<file path="src/rtl/if_id_queue_pkg.sv">
// Shared RV32I types for the fetch/decode boundary: word type, queue entry, NOP encoding.
package rv32i_types;

    typedef logic [31:0] rv32i_word;

    typedef struct packed {
        rv32i_word pc;
        rv32i_word instr;
    } ifq_entry_t;

    // addi x0, x0, 0
    localparam rv32i_word NOP_INSTR = 32'h0000_0013;

endpackage

</file>
<file path="src/rtl/if_id_queue.sv">
// IF/ID instruction queue: circular FIFO of {pc, instr} between fetch and decode.
// Optional zero-latency pass-through when empty is enabled with IFQ_BYPASS_EN.
module if_id_queue
    import rv32i_types::*;
#(
    parameter int DEPTH = 2
) (
    input  logic                   clk,
    input  logic                   rst,
    input  logic                   flush,
    input  logic                   imem_resp,
    input  rv32i_word              imem_rdata,
    input  rv32i_word              req_pc,
    input  logic                   id_ready,
    output logic                   id_valid,
    output rv32i_word              id_pc,
    output rv32i_word              id_instr,
    output logic                   ifq_full,
    output logic [$clog2(DEPTH):0] ifq_count
);

    localparam int PTR_W = $clog2(DEPTH);
    localparam int CNT_W = PTR_W + 1;

    ifq_entry_t         r_mem [DEPTH];
    logic [PTR_W-1:0]   r_head;
    logic [PTR_W-1:0]   r_tail;
    logic [CNT_W-1:0]   r_count;

    logic w_empty;
    logic w_full;
    logic w_deq;
    logic w_enq;
    logic w_bypass_hit;
    logic w_bypass_take;

    assign w_empty = (r_count == '0);
    assign w_full  = (r_count == CNT_W'(DEPTH));

    // A storage dequeue needs a stored head; a pass-through word is never stored.
    assign w_deq = !w_empty && id_ready && !flush;

`ifdef IFQ_BYPASS_EN
    assign w_bypass_hit = rst && w_empty && imem_resp && !flush;
`else
    assign w_bypass_hit = 1'b0;
`endif
    assign w_bypass_take = w_bypass_hit && id_ready;

    assign w_enq = imem_resp && !flush && (!w_full || w_deq) && !w_bypass_take;

    // NOTE: sequential state uses non-blocking assignments so every register samples pre-edge values.
    always_ff @(posedge clk or negedge rst) begin
        if (!rst) begin
            r_head  <= '0;
            r_tail  <= '0;
            r_count <= '0;
            // NOTE: storage is reset too, so a cleared queue can never expose stale words.
            for (int i = 0; i < DEPTH; i++) begin
                r_mem[i] <= '0;
            end
        end else if (flush) begin
            r_head  <= '0;
            r_tail  <= '0;
            r_count <= '0;
        end else begin
            if (w_enq) begin
                r_mem[r_tail] <= '{pc: req_pc, instr: imem_rdata};
                r_tail        <= r_tail + PTR_W'(1);
            end
            if (w_deq) begin
                r_head <= r_head + PTR_W'(1);
            end
            r_count <= r_count + CNT_W'(w_enq) - CNT_W'(w_deq);
        end
    end

    // NOTE: every output gets a default first so this block cannot infer a latch.
    always_comb begin
        id_valid = 1'b0;
        id_pc    = '0;
        id_instr = NOP_INSTR;
        if (!w_empty) begin
            id_valid = 1'b1;
            id_pc    = r_mem[r_head].pc;
            id_instr = r_mem[r_head].instr;
        end else if (w_bypass_hit) begin
            id_valid = 1'b1;
            id_pc    = req_pc;
            id_instr = imem_rdata;
        end
    end

    assign ifq_full  = w_full;
    assign ifq_count = r_count;

endmodule

</file>
<file path="config.mk">
export PLATFORM = sky130hd
export DESIGN_NAME = if_id_queue
export DESIGN_NICKNAME = d
export VERILOG_FILES = /design/src/rtl/if_id_queue_pkg.sv /design/src/rtl/if_id_queue.sv
export SDC_FILE = /design/constraint.sdc
export NUM_CORES = 1
export LEC_CHECK = 0
export ABC_CLOCK_PERIOD_IN_PS = 2600
export BUFFER_PORTS_ARGS = -buffer_cell sky130_fd_sc_hd__buf_2
export CORE_MARGIN = 10
export CORE_UTILIZATION = 54
export DETAILED_ROUTE_END_ITERATION = 10
export PLACE_DENSITY = 0.91
export SYNTH_ARGS = -nofsm -noshare
export SYNTH_HDL_FRONTEND = slang
export SYNTH_SLANG_ARGS = --single-unit
</file>
<file path="constraint.sdc">
create_clock -name clk -period 2.6 [get_ports clk]
set_clock_uncertainty 0.2 [all_clocks]
set_input_delay 0.78 -clock clk [delete_from_list [all_inputs] [get_ports clk]]
set_output_delay 0.78 -clock clk [all_outputs]
set_load 0.05 [all_outputs]
</file>
==> impl_summary.md <==
Power and ir drop
Registers are responsible for 35.6% of the overall power. Summed over all nets, the switching power comes to 2.816 mW. The power density relative to cell area is 1036 mW/mm². Combinational logic is responsible for 35.3% of the overall power.

The standby leakage power is 3.743 nW. The clock share of power is 29.1%. The share of total power consumed by net switching is 33.15%. Cell internal power was estimated by the tool at 5.677 mW. The worst supply voltage drop on vdd is 0.6576 mV.

Routing
The post-detailed-route via-to-cell ratio is 5.419. After detailed routing, the average wire length per cell comes to 19.99 µm. The count of nets left with antenna violations once routing finished came out at 0. After the first detailed-routing iteration, the DRC count stood at 173. The number of iterations in the first detailed-routing pass is 4.

After detailed routing, the number of remaining DRC violations is 0. The routed design has 14,790 µm of wire. The total number of vias is 4,010.

Logic synthesis
By area the synthesized netlist is led by sky130_fd_sc_hd__dfrtp_1, sky130_fd_sc_hd__mux2_4, sky130_fd_sc_hd__mux2_2. The post-synthesis compound-gate area fraction is 0.2228%. Each instance of the synthesized netlist takes up on average 14.10 µm². Sequential cells were found to cover 53.47% of the synthesized design area.

Counting every instance in the synthesized netlist gives 438. The total number of yosys warnings is 0. The area of the mapped netlist is 0.006177 mm². The main combinational cell family by area after synthesis is multiplexers.

The post-synth net total is 509. The multiplexer share of the synthesized area is 37.35%. The synthesized-area fraction occupied by adder cells is 0.4051%. The xor and xnor area share after synthesis is 0.2836%.

Synthesis inferred 132 register bits. The number of distinct standard cells referenced by the synthesized netlist is 23. The fraction of synthesized cell area taken by the top area cell type is 53.47%.

After Yosys synthesis, and, or, nand and nor cells account for 5.145% of the synthesized area. The largest area contributor in the netlist is sky130_fd_sc_hd__dfrtp_1.

Clocking
Counting every sink on the clock net gives 132. The TritonCTS clock tree is yes. The insertion delay of the later-clocked pin in the worst-skew pair is 0.41 ns.

The number of H-tree levels is 4. The cell sitting at the root of the clock tree is a sky130_fd_sc_hd__clkbuf_16. The clock buffer count from CTS is 17.

The buffer depth of the longest clock path is 2. After clock tree synthesis, the clock-pin slew on the worst setup and hold paths is 0.06 ns.

STA
Setup repair after global routing could not meet its margin everywhere. For the finished layout, the period the worst path requires is 2.686 ns. The setup-violating endpoint count in the final report is 46.

Of the available clock period, the critical path in the final layout requires 103.3%. The actual slew at the worst max-slew pin is 0.6928 ns. The worst pin sits at a relative slew slack of 53.81%.

The number of pins with negative max-slew slack in the final report is 0. Based on the critical path, the design can be clocked at up to 0.3723 GHz. The worst hold margin is 0.2729 ns.

Setup slack on the critical path of the routed design comes to -0.08599 ns. The final count of hold timing violations is 0.

Cells and area
After routing the design area is 0.008202 mm². 0 antenna diodes ended up in the layout. The layout-stage area growth over the synthesis result is 32.77%. Of the cells placed in the final design, the portion with a size suffix greater than 1 is 54.00%.

The net count reported at finish is 658.

Critical path
The destination of the worst register-to-register timing path is ifq_count[1]. The worst-path cell with the longest stage delay is sky130_fd_sc_hd__dfrtp_4. The critical path's largest stage delay is 0.58 ns.

The maximum fanout encountered on the critical timing path is 11. The sort of element at the end of the critical path is a primary output. The startpoint identified for the worst register-to-register timing path is ifq_count[0].

The data required time of the worst path is 1.62 ns. Counting cells, the worst reg-to-reg path comes to 8. The critical path buffer and inverter count is 2.

The register-to-register path setup slack is 0.50 ns. The largest delay contributor family on the critical path is flip-flops. Data arrives at the worst endpoint at 1.71 ns. The signal on the critical path passes through buf_12 -> mux2i_1 -> nor2_1 -> buf_6. The kind of critical path is flop to primary output. The element type at the critical path start is a flop.

Die
During I/O placement, the number of pins put on the boundary was 137. The die covers 0.01612 mm². The area of the core region is 0.01103 mm².

The initial utilization of the core area, before any placement, comes to 56.00%. The die span in y is 127.0 µm. The number of rows in the core area is 38. The die span in x is 127.0 µm.

GRT
The number of antenna violations at the first check in global routing was 2. The via count of the first global-routing pass is 4,557. The total routing resource utilization after global routing is 18.41%. After global routing the overflow that remains totals 0. The first global-routing pass estimated 23,560 µm of wire.

Entering global routing, the biggest net connects 133 pins.

Min path
The path class of the lowest-slack min-delay path is input port to asynchronous set/reset pin.

Flow run
The number of maximum-capacitance violations is 0.

Place
The weighted congestion at the end of routability-driven global placement is 0.7385. The placed instances occupy a cell area of 0.007089 mm². The half-perimeter wire length after placement is 9565 µm. The count of input and output buffers is 136.

Run status
The flow ran to the end, but the final reports show violations. The checks that failed: negative setup slack.
-- flip-flops by register name (all words and copies together) (netlist names) --
register and cells:
r_mem 128, ifq_count 2, r_head 1, r_tail 1
-- through the flow --
| stage | setup slack [ns] | instances | util (%) | setup TNS, ns | power, mW |
|---|---|---|---|---|---|
| final | -0.08599 | 740 | 74.35 | -1.308 | 8.493 |
| after global routing | -0.1437 | 740 | 74.35 | -5.625 | 8.871 |
| after CTS | -0.1016 | 739 | 73.41 | -2.624 | 8.448 |
| after detailed placement | 0.06745 | 702 | 64.27 | 0 | 5.641 |
| after global placement | 0.1346 | 702 | 64.27 | 0 | 5.524 |
| after floorplan | -0.1740 | 438 | - | -10.45 | 4.961 |
-- synth_stat cells (all sizes together) --
cell type,instances
nor3,1
buf,19
and2,1
or3b,1
ha,2
dfrtp,132
inv,3
mux2,128
nand2,4
nor2b,2
nand3,1
o21ai,1
clkbuf,8
and4b,1
mux2i,64
nor2,66
a211o,1
nand3b,1
xor2,2
-- cell families (layout without fill, tap and decap cells) --
logic type	Yosys count	after routing
DFF	132	132
xor gates and xnor gates	2	2
muxes	192	192
buffers and inverters	30	192
and+or+nand+nor	78	78
adders and majority gates	2	2
AOI/OAI and AO/OA	2	2
-- layout by cell type (no fill, tap or decap), types with 3 or more instances in the layout --
master                       netlist  layout
sky130_fd_sc_hd__clkinvlp_4        0       3
sky130_fd_sc_hd__mux2_4           60      60
sky130_fd_sc_hd__buf_4             5      21
sky130_fd_sc_hd__mux2_2           64      64
sky130_fd_sc_hd__buf_6             7      52
sky130_fd_sc_hd__clkbuf_16         0      17
sky130_fd_sc_hd__mux2i_1          64      59
sky130_fd_sc_hd__nor2_1           66      65
sky130_fd_sc_hd__buf_2             7      72
sky130_fd_sc_hd__dfrtp_1         132     129
sky130_fd_sc_hd__buf_12            0      11
sky130_fd_sc_hd__inv_1             3       3
sky130_fd_sc_hd__clkbuf_8          0       4
sky130_fd_sc_hd__mux2i_2           0       4
sky130_fd_sc_hd__bufinv_16         0       3
sky130_fd_sc_hd__mux2_1            4       4
sky130_fd_sc_hd__nand2_2           0       3
sky130_fd_sc_hd__clkbuf_1          8       3
-- layer usage --
layer / track usage, % / up-vias / routed length, µm
li1: - / 1816 / -
met3: 6.622 / 16 / 929
met5: 0 / - / 21
met2: 31.47 / 127 / 7583
met1: 20.57 / 2047 / 6114
met4: 6.966 / 4 / 145
-- power by group through the flow --
stage	combinational (mW)	sequential [mW]	clock (mW)
after global routing	3.17	3.09	2.61
after detailed placement	2.62	3.02	0
after CTS	2.94	3.01	2.50
after global placement	2.56	2.96	0
final	2.99	3.03	2.47
after floorplan	2.05	2.91	0
-- area by class of cell --
class | instances | area (µm²)
sequential | 132 | 3309
fill | 691 | 2829
multi-input combinational | 276 | 2740
timing repair buffer | 157 | 1351
clock buffer | 24 | 491.7
tap | 140 | 175.2
clock inverter | 8 | 122.6
inverter | 3 | 11.26
-- worst register-to-register path: stages (launching register included) --
cell and delay (ns):
sky130_fd_sc_hd__dfrtp_2 0.44, sky130_fd_sc_hd__or3b_1 0.43, sky130_fd_sc_hd__nand3b_1 0.11, sky130_fd_sc_hd__ha_1 0.23, sky130_fd_sc_hd__inv_1 0.06, sky130_fd_sc_hd__ha_1 0.14
sky130_fd_sc_hd__xor2_1 0.17, sky130_fd_sc_hd__nor2_1 0.06, sky130_fd_sc_hd__nor3_1 0.17
-- timing repair --
action                                  4_1_cts  5_1_grt
pin swaps                                     2        1
endpoints found under the setup margin       65       65
hold buffers                                  0        0
buffers inserted                              4        1
resized for setup                           106       29
endpoints found under the hold margin         0        0
cloned                                        1        0
-- how the worst max path moves through the flow --
stage	slack (ns)	cells after the start	to	from
finish	-0.09	4	id_pc[17]	r_head
global route	-0.14	4	id_instr[7]	r_head
CTS	-0.10	4	id_instr[0]	r_head
detailed placement	0.07	9	ifq_count[1]	id_ready
global placement	0.13	9	ifq_count[1]	id_ready
floorplan	-0.17	3	id_instr[10]	ifq_count[1]
Note: power is estimated with default switching activity, not from simulation.
